<file path="src/rtl/serial_adder.sv">
`default_nettype none
// ============================================================================
// Module      : serial_adder
// Description : Bit-serial WIDTH-bit adder, one full-adder cell plus a carry
//               flop, LSB first, with start/busy/done handshake.
//               Optional macro SERIAL_ADDER_SUB_EN adds a 'sub' port (a - b).
// Revision    : 1.0 - initial release
// ============================================================================
module serial_adder #(
    parameter int WIDTH = 8
) (
    input  logic             clk,
    input  logic             rst,
    input  logic             start,
    input  logic [WIDTH-1:0] a,
    input  logic [WIDTH-1:0] b,
    input  logic             cin,
`ifdef SERIAL_ADDER_SUB_EN
    input  logic             sub,
`endif
    output logic [WIDTH-1:0] sum,
    output logic             cout,
    output logic             busy,
    output logic             done
);

    localparam int CW = $clog2(WIDTH);
    localparam logic [CW-1:0] c_CNT_LAST = CW'(WIDTH - 1);

    typedef enum logic [1:0] {
        ST_IDLE = 2'd0,
        ST_RUN  = 2'd1,
        ST_DONE = 2'd2
    } state_t;

    state_t           r_state, w_state_nxt;
    logic [WIDTH-1:0] r_a_sh, w_a_sh_nxt;
    logic [WIDTH-1:0] r_b_sh, w_b_sh_nxt;
    // Only WIDTH-1 partial bits need storing; the final bit goes straight to sum.
    logic [WIDTH-2:0] r_work, w_work_nxt;
    logic             r_carry, w_carry_nxt;
    logic [CW-1:0]    r_cnt, w_cnt_nxt;
    logic [WIDTH-1:0] r_sum, w_sum_nxt;
    logic             r_cout, w_cout_nxt;

    logic             w_s, w_c;
    logic [WIDTH-1:0] w_shift;
    logic [WIDTH-1:0] w_b_cap;
    logic             w_c_cap;

`ifdef SERIAL_ADDER_SUB_EN
    // Subtract as a + ~b + 1; cin is ignored in this mode.
    assign w_b_cap = sub ? ~b : b;
    assign w_c_cap = sub ? 1'b1 : cin;
`else
    assign w_b_cap = b;
    assign w_c_cap = cin;
`endif

    assign w_s     = r_a_sh[0] ^ r_b_sh[0] ^ r_carry;
    assign w_c     = (r_a_sh[0] & r_b_sh[0]) | (r_a_sh[0] & r_carry) | (r_b_sh[0] & r_carry);
    assign w_shift = {w_s, r_work};

    always_comb begin
        w_state_nxt = r_state;
        w_a_sh_nxt  = r_a_sh;
        w_b_sh_nxt  = r_b_sh;
        w_work_nxt  = r_work;
        w_carry_nxt = r_carry;
        w_cnt_nxt   = r_cnt;
        w_sum_nxt   = r_sum;
        w_cout_nxt  = r_cout;
        case (r_state)
            ST_IDLE, ST_DONE: begin
                w_state_nxt = ST_IDLE;
                if (start) begin
                    w_a_sh_nxt  = a;
                    w_b_sh_nxt  = w_b_cap;
                    w_carry_nxt = w_c_cap;
                    w_work_nxt  = '0;
                    w_cnt_nxt   = '0;
                    w_state_nxt = ST_RUN;
                end
            end
            ST_RUN: begin
                w_a_sh_nxt  = r_a_sh >> 1;
                w_b_sh_nxt  = r_b_sh >> 1;
                w_work_nxt  = w_shift[WIDTH-1:1];
                w_carry_nxt = w_c;
                w_cnt_nxt   = r_cnt + CW'(1);
                if (r_cnt == c_CNT_LAST) begin
                    w_sum_nxt   = w_shift;
                    w_cout_nxt  = w_c;
                    w_cnt_nxt   = '0;
                    w_state_nxt = ST_DONE;
                end
            end
            default: w_state_nxt = ST_IDLE;
        endcase
    end

    always_ff @(posedge clk) begin
        if (rst) begin
            r_state <= ST_IDLE;
            r_a_sh  <= '0;
            r_b_sh  <= '0;
            r_work  <= '0;
            r_carry <= 1'b0;
            r_cnt   <= '0;
            r_sum   <= '0;
            r_cout  <= 1'b0;
        end else begin
            r_state <= w_state_nxt;
            r_a_sh  <= w_a_sh_nxt;
            r_b_sh  <= w_b_sh_nxt;
            r_work  <= w_work_nxt;
            r_carry <= w_carry_nxt;
            r_cnt   <= w_cnt_nxt;
            r_sum   <= w_sum_nxt;
            r_cout  <= w_cout_nxt;
        end
    end

    assign sum  = r_sum;
    assign cout = r_cout;
    assign busy = (r_state == ST_RUN);
    assign done = (r_state == ST_DONE);

endmodule
`default_nettype wire

</file>
<file path="config.mk">
export PLATFORM = sky130hd
export DESIGN_NAME = serial_adder
export DESIGN_NICKNAME = d
export VERILOG_FILES = /design/src/rtl/serial_adder.sv
export SDC_FILE = /design/constraint.sdc
export NUM_CORES = 1
export LEC_CHECK = 0
export ABC_CLOCK_PERIOD_IN_PS = 1650
export BUFFER_PORTS_ARGS = -buffer_cell sky130_fd_sc_hd__buf_2
export CAP_MARGIN = 5
export CORE_ASPECT_RATIO = 0.6
export CORE_MARGIN = 3
export CORE_UTILIZATION = 31
export DETAILED_ROUTE_END_ITERATION = 16
export PLACE_DENSITY = 0.56
export SETUP_SLACK_MARGIN = 0.02
export SYNTH_ARGS = -nofsm -noshare
export SYNTH_HDL_FRONTEND = slang
export SYNTH_SLANG_ARGS = --single-unit
</file>
<file path="constraint.sdc">
create_clock -name clk -period 1.65 [get_ports clk]
set_clock_uncertainty 0.1 [all_clocks]
set_input_delay 0.0825 -clock clk [delete_from_list [all_inputs] [get_ports clk]]
set_output_delay 0.0825 -clock clk [all_outputs]
set_load 0.005 [all_outputs]
</file>
Word level (Yosys, flattened, before mapping)
Cells that the tools add are included.
- bits in registers: 38
- bits in latches: 0
- memory bits (writable): 0
- memory bits (read-only): 0
- output and inout port bits: 11
- logic and storage cells: 40
- memories kept: 0
- add/subtract/negate cells: 1
- multiply operators: 0
- div/mod/pow operators: 0
- order comparisons: 0
- equal/unequal tests: 5
- shifts and indexed selects: 0
- muxes and demuxes: 14
- bitwise logic cells: 7
- reductions and logical operators: 5
- operators by type and width (operator ; number):
    $pmux 8 s2 ; 2
    $mux 8 ; 2
    $pmux 7 s2 ; 1
    $mux 7 ; 1
    $mux 3 ; 2
    $pmux 3 s2 ; 1
    $pmux 2 s2 ; 1
    $reduce_and 2->1 ; 2
    $add 3x1->3 const B ; 1
    $and 1x1->1 ; 3
    $eq 3x3->1 const B ; 1
    $eq 2x1->1 const B ; 1
    $eq 2x2->1 const B ; 1
    $logic_not 2->1 ; 1
    $mux 1 ; 2
    $mux 2 ; 1
    $ne 2x1->1 const B ; 1
    $ne 2x2->1 const B ; 1
    $or 1x1->1 ; 2
    $pmux 1 s2 ; 1
    $reduce_bool 2->1 ; 1
    $reduce_or 2->1 ; 1
    $xor 1x1->1 ; 2

Logic depth before layout (Yosys ltp)
- word-level depth: 4
- depth in mapped cells: 6

Least setup slack after synthesis
OpenSTA, ideal clock, no wires.
- kind: reg-to-reg
- from: register r_cnt[0]
- to: register r_state[0]
- arrival: 1.093 ns
- required time: 1.422 ns
- path slack: 0.329 ns
- stages on the path, launching flop included: 6
- path buffers: 1
- clock period less this slack: 1.321 ns
- cells stage by stage: dfxtp_1 -> ha_1 -> ha_1 -> clkbuf_1 -> o21a_1 -> nor2_1
- cells in the longest elaborated chain, start to end: 2
- ends and longest elaborated chain (element ; RTL line ; RTL):
    start: declaration ; 42 ; logic [CW-1:0] r_cnt, w_cnt_nxt;
    start signal: assignment ; 118 ; r_cnt <= w_cnt_nxt;
    $eq 3x3->1 ; 91 ; if (r_cnt == c_CNT_LAST) begin
    $ne 2x1->1 (no line) ; - ;
    end signal: assignment ; 113 ; r_state <= w_state_nxt;
    end: declaration ; 36 ; state_t r_state, w_state_nxt;
No other way between the ends.
A chain may end at the register's enable or synchronous reset.

Worst setup path after layout
- from: register r_state[1]
- to: output busy
- cells in the longest elaborated chain, start to end: 1
- ends and longest elaborated chain (element ; RTL line ; RTL):
    $eq 2x1->1 ; 126 ; assign busy = (r_state == ST_RUN);
    end: declaration ; 23 ; output logic busy,
No other way between the ends.

==> reports/results.txt <==
Synth cell types -> 20
Initial antenna violation count -> 0
Max clock buf depth -> 2
Crit Path Max Fanout -> 19
Mapped Cells -> 189
Reg-to-Reg End -> r_a_sh[4]
Filler cell count -> 494
1st-pass router iterations -> 4
Largest net degree at the start of global routing -> 21
DR vias -> 1419
Share of the synthesized area in the top cell type -> 0.477
Via density -> 4.75
Reg2Reg Depth -> 4
Final WL -> 3630 um
Die height -> 61.5 um
DRC -> 0
Synth top cells by count -> 50 x nand2_1, 38 x dfxtp_1, 20 x a21oi_1, 20 x nand3_1, 18 x nor2_1
Most common cell in the synthesized netlist -> nand2_1
Clock sink count -> 38
Max_cap viols -> 0
Gr usage total -> 0.130
Fraction of the cycle the final worst path needs -> 0.884
# rows -> 19
Levels on crit path -> 3
Final non-filler cell total -> 299
Wirelength per Cell -> 12.2 um
Reg2reg start -> r_state[1]
DRT iter0 DRCs -> 63
Peak supply drop -> 0.317 mV
Clk Latency, worst-skew pair -> 0.29 ns
Post-Syn Nets -> 212
Core area -> 4750 sq um
Power Density -> 972 nW/um^2
Achievable clock frequency -> 0.685 GHz
IO Port Bufs -> 30
Post-synth EDFFs -> 0
# IOs -> 31
Worst path max stage delay -> 0.38 ns
CTS tree -> built
Reg2Reg Setup Slack -> 0.23 ns
Average size of a mapped cell -> 8.43 sq um
Slowest stage cell, crit path -> dfxtp_1
H-tree Lvls -> 2
Max-slew violations -> 0
Synth area leaders -> dfxtp_1 48%, nand2_1 12%, a311oi_2 6.6%
Slew headroom -> 0.758
Worst Setup EP -> busy
Layout cells sized above 1 -> 0.237
First-pass GRT wire length -> 6130 um
Overall overflow remaining after global route -> 0
Worst hold path class -> in -> reg
Ys flop type -> dfxtp_1
CTS buffer count -> 5
Leakage -> 0.827 nW
Ant. Diodes -> 0
Clk root buf -> clkbuf_8
WS Path Type -> reg -> out
Die ar. -> 6070 sq um
Setup WS post-layout -> 0.191 ns
Final #Nets -> 258
Pre-CTS setup slack -> 0.154 ns
Final HPWL DP -> 2460 um
Crit path from -> r_state[1]
CTS clk-pin slew, worst paths -> 0.07 ns
Placed insts -> 274
Final Hold Vio Count -> 0
Crit path capture type -> output port
CP cell instances -> nand2b_2, clkinv_4, buf_2
Share of flip-flops with an asynchronous set or reset -> 0
Synthesized area -> 1590 sq um
Worst path required time -> 1.47 ns
Post-synth top area cell -> dfxtp_1
Synth Warn # -> 0
CP delay by family, top -> flip-flops
Routability congestion estimate -> 0.726
Starting Density -> 0.335
Critical Path Start Type -> register
Tmin final -> 1.46 ns
Setup tns final -> 0 ns
Setup Viol. Count Final -> 0
Arrival @ worst endpoint -> 1.28 ns
#FFs+latches synth -> 38
Hold slack -> 0.0129 ns
Area grow syn2layout -> 30.5%
Worst Max-Slew Pin Slew -> 0.364 ns
Register area share after synthesis -> 0.477
Worst path bufs/invs -> 2
Vias in the first global route -> 1314
Unrepaired setup endpoints after global routing -> no
Die X -> 98.6 um
Final ANT Viol Nets -> 0
Status -> complete, no violations
[worst min-delay path, stage by stage]
cell and delay, ns:
buf_2 0.09, nand2_1 0.08, a311oi_2 0.10
[power breakdown]
part	total, W	internal (W)	leakage [nW]	switching [W]
combinational	0.000264	0.000120	0.459	0.000144
sequential	0.000993	0.000963	0.310	0.0000293
clock	0.000766	0.000445	0.0579	0.000321
[registers in the layout (all words and copies together) (netlist names)]
register	count
sum	8
r_b_sh	8
r_cnt	3
cout	1
r_state	2
r_carry	1
r_a_sh	8
r_work	7
[through the flow]
stage,power (W),area [sq um],utilization
6_report,0.00202,2080,0.438
5_1_grt,0.00213,2080,0.438
4_1_cts,0.00205,2070,0.436
3_5_place_dp,0.00125,1800,0.378
3_3_place_gp,0.00125,1800,0.378
2_1_floorplan,0.00118,1590,-
[worst min-delay path by stage]
stage,start,to,slack (ns),depth (start not counted)
after CTS,b[6],r_b_sh[6],0.0001,3
final,b[6],r_b_sh[6],0.01,3
after floorplan,a[7],r_a_sh[7],0.12,2
after detailed placement,a[7],r_a_sh[7],0.23,3
after global routing,b[6],r_b_sh[6],0.02,3
after global placement,a[7],r_a_sh[7],0.23,3
[area by class of cell]
type	instances	area, sq um	area share
multi-input cells	134	733	0.352
clock buffers	5	68.8	0.0331
repair buffers	55	390	0.188
well taps	63	78.8	0.0379
clock inverters	3	40.0	0.0192
flip-flops and latches	38	761	0.366
inverters	1	8.76	0.00421
[kinds of logic after synthesis]
family | after synthesis | share of synthesized area
compound gates | 37 | 0.181
fa+ha+maj | 3 | 0.0283
buf+inv | 17 | 0.0644
flops | 38 | 0.477
simple gates | 94 | 0.249
[layer usage]
| metal | track usage | share of wire |
|---|---|---|
| met1 | 0.178 | 0.54 |
| met2 | 0.189 | 0.40 |
| met3 | 0.0407 | 0.047 |
| met4 | 0.0584 | 0.013 |
| met5 | 0 | 0 |
[placed cells by master (no fill, tap or decap)]
master	n
o21a_1	1
a31oi_1	1
nand3b_1	1
nand2b_1	1
a311oi_2	7
ha_1	2
a21oi_1	20
clkinv_2	2
dfxtp_1	38
bufinv_16	1
nand3_1	20
nor4b_1	1
buf_4	8
buf_2	30
nand2_1	50
dlygate4sd3_1	16
buf_12	1
nand2b_2	1
a311oi_1	8
clkbuf_8	5
fa_1	1
nor2_1	18
clkinv_4	1
nor2b_1	2
[timing repair]
action / 4_1_cts / 5_1_grt
buffers inserted: 0 / 1
hold buffers: 16 / 0
hold endpoints to repair: 16 / 0
resized for setup: 2 / 0
setup endpoints to repair: 1 / 6
Power figures use the tool's default switching activity.
